## config.mk

```make
export PLATFORM = sky130hd
export DESIGN_NAME = sigma_delta_tx
export DESIGN_NICKNAME = d
export VERILOG_FILES = /design/src/rtl/sigma_delta_tx.sv
export SDC_FILE = /design/constraint.sdc
export NUM_CORES = 1
export LEC_CHECK = 0
export ABC_AREA = 1
export CORE_MARGIN = 2
export CORE_UTILIZATION = 46
export CTS_BUF_LIST = sky130_fd_sc_hd__clkbuf_2 sky130_fd_sc_hd__clkbuf_4 sky130_fd_sc_hd__clkbuf_8
export DETAILED_ROUTE_END_ITERATION = 10
export HOLD_SLACK_MARGIN = 0.1
export PLACE_DENSITY = 0.74
export SYNTH_ARGS = -nofsm -noshare
export SYNTH_HDL_FRONTEND = slang
export SYNTH_SLANG_ARGS = --single-unit
```

## constraint.sdc

```tcl
create_clock -name clk -period 4.55 [get_ports clk]
set_clock_uncertainty 0.15 [all_clocks]
set_input_delay 0.91 -clock clk [delete_from_list [all_inputs] [get_ports clk]]
set_output_delay 0.91 -clock clk [all_outputs]
set_load 0.005 [all_outputs]
```

## src/rtl/sigma_delta_tx.sv

```systemverilog
// Sigma-delta PCM to 1-bit transmitter: 1-entry sample buffer, IDLE/RUN sequencer, oversampling modulator.
// Define SIGMA_DELTA_SECOND_ORDER_EN for the saturating second-order loop; default build is first-order.
module sigma_delta_tx #(
   parameter int DATA_W = 16,
   parameter int OSR_W  = 8
) (
   input  logic              clk,
   input  logic              rst,
   input  logic [DATA_W-1:0] sample_in,
   input  logic              sample_valid,
   output logic              sample_ready,
   input  logic [OSR_W-1:0]  osr,
   output logic              bit_out,
   output logic              bit_strobe,
   output logic              underrun,
   output logic              state_dbg
);

   // Handshake: a sample transfers on a rising edge where sample_valid && sample_ready;
   // sample_ready is purely registered (buffer empty) and never depends on sample_valid.

`ifdef SIGMA_DELTA_SECOND_ORDER_EN
   localparam int ACC_W = DATA_W + 4;
`else
   localparam int ACC_W = DATA_W + 2;
`endif

   localparam logic signed [ACC_W-1:0] FB_MAG =
      {{(ACC_W-DATA_W){1'b0}}, 1'b1, {(DATA_W-1){1'b0}}};

   typedef enum logic {
      IDLE = 1'b0,
      RUN  = 1'b1
   } state_t;

   state_t                   state_q, state_d;
   logic [DATA_W-1:0]        buf_q, buf_d;
   logic                     buf_full_q, buf_full_d;
   logic [DATA_W-1:0]        act_q, act_d;
   logic [OSR_W-1:0]         cnt_q, cnt_d;
   logic                     bit_q, bit_d;
   logic                     strobe_q, strobe_d;
   logic                     underrun_q, underrun_d;
   logic signed [ACC_W-1:0]  acc1_q, acc1_d;

   logic signed [ACC_W-1:0]  x_ext;
   logic signed [ACC_W-1:0]  fb;
   logic signed [ACC_W-1:0]  acc1_next;
   logic                     mod_bit;
   logic                     accept;
   logic                     period_end;
   logic                     load;
   logic [OSR_W-1:0]         cnt_reload;

`ifdef SIGMA_DELTA_SECOND_ORDER_EN
   localparam logic signed [ACC_W+1:0] SAT_MAX_W = {3'b000, {(ACC_W-1){1'b1}}};
   localparam logic signed [ACC_W+1:0] SAT_MIN_W = {3'b111, {(ACC_W-1){1'b0}}};

   logic signed [ACC_W-1:0]  acc2_q, acc2_d;
   logic signed [ACC_W+1:0]  acc1_wide;
   logic signed [ACC_W+1:0]  acc2_wide;
   logic signed [ACC_W-1:0]  acc2_next;

   // Sums are formed two bits wider than the accumulators, then clamped.
   function automatic logic signed [ACC_W-1:0] sat_acc(input logic signed [ACC_W+1:0] v);
      logic signed [ACC_W-1:0] r;
      if (v > SAT_MAX_W) begin
         r = {1'b0, {(ACC_W-1){1'b1}}};
      end else if (v < SAT_MIN_W) begin
         r = {1'b1, {(ACC_W-1){1'b0}}};
      end else begin
         r = v[ACC_W-1:0];
      end
      return r;
   endfunction
`endif

   assign sample_ready = ~buf_full_q;
   assign bit_out      = bit_q;
   assign bit_strobe   = strobe_q;
   assign underrun     = underrun_q;
   assign state_dbg    = state_q;

   always_comb begin
      x_ext = {{(ACC_W-DATA_W){act_q[DATA_W-1]}}, act_q};
      fb    = bit_q ? FB_MAG : -FB_MAG;
`ifdef SIGMA_DELTA_SECOND_ORDER_EN
      acc1_wide = {{2{acc1_q[ACC_W-1]}}, acc1_q}
                + {{2{x_ext[ACC_W-1]}}, x_ext}
                - {{2{fb[ACC_W-1]}}, fb};
      acc1_next = sat_acc(acc1_wide);
      acc2_wide = {{2{acc2_q[ACC_W-1]}}, acc2_q}
                + {{2{acc1_next[ACC_W-1]}}, acc1_next}
                - {{2{fb[ACC_W-1]}}, fb};
      acc2_next = sat_acc(acc2_wide);
      mod_bit   = ~acc2_next[ACC_W-1];
`else
      // x - fb stays within +/-2^DATA_W, so DATA_W+2 bits cannot wrap.
      acc1_next = acc1_q + x_ext - fb;
      mod_bit   = ~acc1_next[ACC_W-1];
`endif
   end

   always_comb begin
      accept     = sample_valid && !buf_full_q;
      period_end = (state_q == RUN) && (cnt_q == '0);
      load       = buf_full_q && ((state_q == IDLE) || period_end);
      // osr is a bit count per sample; zero behaves as a period of one cycle.
      cnt_reload = (osr == '0) ? '0 : osr - 1'b1;

      state_d    = state_q;
      buf_d      = buf_q;
      buf_full_d = buf_full_q;
      act_d      = act_q;
      cnt_d      = cnt_q;
      bit_d      = bit_q;
      strobe_d   = 1'b0;
      underrun_d = 1'b0;
      acc1_d     = acc1_q;
`ifdef SIGMA_DELTA_SECOND_ORDER_EN
      acc2_d     = acc2_q;
`endif

      if (load) begin
         act_d      = buf_q;
         buf_full_d = 1'b0;
      end
      // Applied after the load so a same-edge accept leaves the buffer full.
      if (accept) begin
         buf_d      = sample_in;
         buf_full_d = 1'b1;
      end

      case (state_q)
         IDLE: begin
            bit_d = 1'b0;
            if (load) begin
               state_d = RUN;
               cnt_d   = cnt_reload;
            end
         end
         RUN: begin
            strobe_d = 1'b1;
            bit_d    = mod_bit;
            acc1_d   = acc1_next;
`ifdef SIGMA_DELTA_SECOND_ORDER_EN
            acc2_d   = acc2_next;
`endif
            if (period_end) begin
               cnt_d = cnt_reload;
               if (!buf_full_q) begin
                  underrun_d = 1'b1;
               end
            end else begin
               cnt_d = cnt_q - 1'b1;
            end
         end
         default: begin
            state_d = IDLE;
         end
      endcase
   end

   always_ff @(posedge clk or negedge rst) begin
      if (!rst) begin
         state_q    <= IDLE;
         buf_q      <= '0;
         buf_full_q <= 1'b0;
         act_q      <= '0;
         cnt_q      <= '0;
         bit_q      <= 1'b0;
         strobe_q   <= 1'b0;
         underrun_q <= 1'b0;
         acc1_q     <= '0;
`ifdef SIGMA_DELTA_SECOND_ORDER_EN
         acc2_q     <= '0;
`endif
      end else begin
         state_q    <= state_d;
         buf_q      <= buf_d;
         buf_full_q <= buf_full_d;
         act_q      <= act_d;
         cnt_q      <= cnt_d;
         bit_q      <= bit_d;
         strobe_q   <= strobe_d;
         underrun_q <= underrun_d;
         acc1_q     <= acc1_d;
`ifdef SIGMA_DELTA_SECOND_ORDER_EN
         acc2_q     <= acc2_d;
`endif
      end
   end

endmodule

```

After elaboration in Yosys (flattened, before gate mapping)
Index checks and enable logic that the tools add are counted.
{"block": "totals", "in_bits": 27, "n_memories": 0, "mem_bits_ro": 0, "ram_bits": 0, "regBits": 63, "elab_cells": 39, "out_inout_bits": 5, "latchBits": 0}
{"block": "op_classes", "shift": 0, "order_cmp": 0, "n_addsub": 4, "eq_ne": 1, "multipliers": 0, "div_mod_pow": 0, "muxes": 14, "bitwise": 3, "n_reduce_logical": 8}
{"operator": "$mux W8", "count": 3}
{"operator": "$add A18 B16 Y18", "count": 1}
{"operator": "$mux W18", "count": 1}
{"operator": "$sub A18 B18 Y18", "count": 1}
{"operator": "$logic_not A8 Y1", "count": 2}
{"operator": "$pmux W8 S2", "count": 1}
{"operator": "$sub A8 B1 Y8 const B", "count": 2}
{"operator": "$mux W1", "count": 8}
{"operator": "$logic_and A1 B1 Y1", "count": 3}
{"operator": "$not A1 Y1", "count": 3}
{"operator": "$ne A2 B2 Y1 const B", "count": 1}
{"operator": "$pmux W1 S2", "count": 1}
{"operator": "$reduce_bool A2 Y1", "count": 1}
{"operator": "$logic_not A1 Y1", "count": 1}
{"operator": "$logic_or A1 B1 Y1", "count": 1}

Logic depth before layout (Yosys ltp)
{"block": "logic_depth", "word_depth": 6, "mapped_depth": 16, "ltp_nobuf": 16}

Worst setup path after synthesis
No wires, ideal clock.
{"block": "synth_timing", "kind": "register -> register", "startpoint": "reg bit_q, in the netlist bit_out", "endpoint": "reg acc1_q[17]", "t_arrival_ns": 1.917, "synth_period_minus_slack_ns": 2.184, "setup_time_ns": 0.117, "path_buffers": 0, "setup_slack_ns": 2.366, "path_stages_with_launch": 12, "required_ns": 4.283, "cell_sequence": "dfrtp_1 > inv_1 > fa_1 > inv_1 > ha_1 > nand2_1 > nor4_1 > nand2_1 > nand3_1 > nand2_1 > nand2_1 > nand2_1"}
{"block": "synth_via", "elab_chain_len": 2}
{"element": "start: declaration", "line": "41", "text": "logic bit_q, bit_d;"}
{"element": "start signal: assignment", "line": "184", "text": "bit_q <= bit_d;"}
{"element": "$mux W18", "line": "86", "text": "fb = bit_q ? FB_MAG : -FB_MAG;"}
{"element": "$sub A18 B18 Y18", "line": "99", "text": "acc1_next = acc1_q + x_ext - fb;"}
{"element": "end signal: assignment", "line": "174", "text": "acc1_q <= '0;"}
{"element": "end signal: assignment", "line": "187", "text": "acc1_q <= acc1_d;"}
{"element": "end: declaration", "line": "44", "text": "logic signed [ACC_W-1:0] acc1_q, acc1_d;"}
Every way passes these cells.
A chain may end at the register's enable or synchronous reset.

Final worst setup path
{"block": "layout_timing", "startpoint": "reg buf_full_q", "endpoint": "out sample_ready"}
{"block": "layout_via", "elab_chain_len": 1}
{"element": "start: declaration", "line": "38", "text": "logic buf_full_q, buf_full_d;"}
{"element": "start signal: assignment", "line": "181", "text": "buf_full_q <= buf_full_d;"}
{"element": "$not A1 Y1", "line": "78", "text": "assign sample_ready = ~buf_full_q;"}
{"element": "end: declaration", "line": "11", "text": "output logic sample_ready,"}
Every way passes these cells.

==> run metrics <==
# rows 34; Psw 1.68 mW; hold slack 333 ps; DRT iter0 DRCs roughly 160; sequential share of the synthesized area about two fifths; Starting Density between 40% and 50%; count of maximum capacitance violations 0; Crit path arrival time between 1000 and 1500 ps; syn_area_per_cell 7.56 µm²; setup tns final 0 ps; Rel. slew slack approximately 38%; vias 3269; Via density ~4.9; pwr/cell area 802 nW/µm²; GRT Util Overall between 10% and 20%; Post CTS Setup Buffer Count 0; Die X 97.2 µm; post-route ant nets 0; Routed WL per cell between 10 and 15 µm; Final HPWL DP 5690 µm; CP Launch Type register; placed insts around 660; Buf/Inv on CP 2; CTS tree done; Synth Instances 529; Primary FF master, synth dfrtp_1; GPL Wtd Cong roughly 0.91; Crit Path Category reg -> out; Power Total between 3 and 4 mW; pin count of the biggest net entering global routing 44; Max Freq between 400 and 500 MHz; PortBufs 31; Tcrit/Tclk final between 50% and 60%; core box area roughly 8600 µm²; Max VDD drop 350 µV; layout cells sized above 1 5.83%; Hold/Removal Path Class reg -> reg; Final Critical Period 2470 ps; RSZ-0062 raised after global routing no; io pins 32; Area Growth Syn to Fin 15.3%; antenna cells 0; CP Data Required Time ~3500 ps; CP max stage delay just over 500 ps; post-CTS resize count 0; drt first pass iters 4; FILL cells slightly above 800; Comb pwr share 59.8%; clk root buf clkbuf_8; aggregate global routing overflow 0; Die Ht 97.2 µm; status finished clean; CTS Buffer Depth 2; cell area after synthesis approximately 4000 µm²; commonest non-fill, non-tap cell in the layout inv_1; footprint of the multi-input gates roughly 1900 µm²; H-tree levels 3; sequential cell area 1580 µm²; via count of the first global-routing pass ~3200; most frequent cells in the layout inv_1, nand2_1, dfrtp_1, nor2_1, ha_1; CP top delay family buffers and inverters; Slew Viols, Final 0; syn_nets 592; Least-Margin Pin Slew about 940 ps; Clock Latency Late Sink about 350 ps; fraction of power spent switching nets 45.5%; Post-synth EDFFs 0; final hold viol count 0; Yosys Warn Count 0; Unique masters post-synth 34; initial antenna violation count 0; Hold-fix buffers, CTS 0; static leakage ~2.5 nW; Core Util, Final roughly 54%; Inserted Clock Buffers 9; async set-reset flop share out of synthesis 100%; clock share of power 15.0%; crit-path cells inv_1 -> clkdlybuf4s50_1; count of non-filler cells in the finished layout approximately 670; # setup viols final 0; Worst Path Max Fanout 4; Die ar. roughly 9500 µm²; Slowest-stage cell, CP clkdlybuf4s50_1; drt drc 0; Seq cells post-synth 63; CP endpoint kind output port; Clk pin slew, worst setup/hold paths ~80 ps; CTS sink cnt 63; fin nets approximately 630; routed wire length 7820 µm; first-pass GRT wire length around 14000 µm; sequential share of power between 20% and 30%; P_int 2.02 mW
==> metal layers <==
layer | global-route usage (%) | up-vias | part of all wire [%]
li1 | - | 1725 | -
met1 | 22.5 | 1478 | 48
met2 | 29.9 | 51 | 47
met3 | 3.09 | 15 | 3.3
met4 | 6.94 | 0 | 1.7
met5 | 0 | - | 0
==> synthesized netlist by cell type, types with 2 or more instances <==
| master | count | area (µm²) |
|---|---|---|
| o22ai_1 | 3 | 18.8 |
| nor2_1 | 51 | 191 |
| o21ai_1 | 7 | 35.0 |
| nand3_1 | 29 | 145 |
| nor2_2 | 2 | 12.5 |
| nand2_2 | 3 | 18.8 |
| xor2_1 | 11 | 96.3 |
| inv_1 | 111 | 417 |
| clkbuf_1 | 4 | 15.0 |
| o21bai_1 | 2 | 15.0 |
| nand3b_1 | 5 | 37.5 |
| xnor2_1 | 4 | 35.0 |
| ha_1 | 35 | 438 |
| buf_2 | 4 | 20.0 |
| a21oi_1 | 34 | 170 |
| o21ai_0 | 23 | 115 |
| o21ai_2 | 4 | 35.0 |
| nor3_1 | 3 | 15.0 |
| nand2_1 | 110 | 413 |
| mux2_2 | 2 | 22.5 |
| a22oi_1 | 3 | 22.5 |
| a31oi_1 | 3 | 18.8 |
| a21o_1 | 2 | 15.0 |
| dfrtp_1 | 63 | 1580 |
| nand4_1 | 2 | 12.5 |
==> final cells by class <==
class                   count  share of cell area [%]
multi-input cells         343                    42.0
flip-flops and latches     63                    34.2
inverters                 112                    9.12
repair buffers             33                    6.95
clock buffers              10                    2.99
well taps                 108                    2.93
clock inverters             5                    1.79
==> sequential cells by signal, summed over array words and instances (netlist names), 8 cells and up <==
register	flops
acc1_q	18
act_q	16
buf_q	16
cnt_q	8
==> through the flow <==
stage / setup slack, ps / instance area (µm²)
2_1_floorplan: 2370 / 4000
3_3_place_gp: 1900 / 4390
3_5_place_dp: 1880 / 4390
4_1_cts: 2080 / 4610
5_1_grt: 1880 / 4610
6_report: 2080 / 4610
==> cells by family after synthesis <==
| group | count (synthesis) | synth area share, % |
|---|---|---|
| xor+xnor | 15 | 3.29 |
| compound gates | 81 | 11.1 |
| fa+ha+maj | 36 | 11.5 |
| buf+inv | 123 | 12.1 |
| simple gates | 209 | 22.0 |
| flops | 63 | 39.4 |
| mux | 2 | 0.563 |
==> final timing paths <==
| path | from | to | slack, ps | cells after the start |
|---|---|---|---|---|
| worst max-delay path | buf_full_q | sample_ready | 2080 | 2 |
| worst min-delay path | acc1_q[0] | acc1_q[0] | 330 | 2 |
| worst max register to register | act_q[15] | bit_out | 2130 | 11 |
| worst min register to register | acc1_q[0] | acc1_q[0] | 330 | 2 |
| max in group asynchronous | rst | acc1_q[16] | 2880 | 2 |
| min in group asynchronous | rst | buf_q[7] | 550 | 1 |
==> power groups by stage <==
stage / logic, mW / registers [mW] / clock network (mW)
finish: 2.21 / 0.933 / 0.553
floorplan: 1.76 / 0.915 / 0
global placement: 2.11 / 0.934 / 0
CTS: 2.21 / 0.936 / 0.561
global route: 2.59 / 0.965 / 0.585
detailed placement: 2.18 / 0.945 / 0
==> worst register-to-register path, delay by kind of cell (launching register included) <==
| family | cells | cell delay [ps] |
|---|---|---|
| buffers and inverters | 2 | 130 |
| AND/OR/NAND/NOR | 7 | 740 |
| adder cells (fa/ha/maj) | 2 | 820 |
| flip-flops | 1 | 440 |
Power figures use the tool's default switching activity.
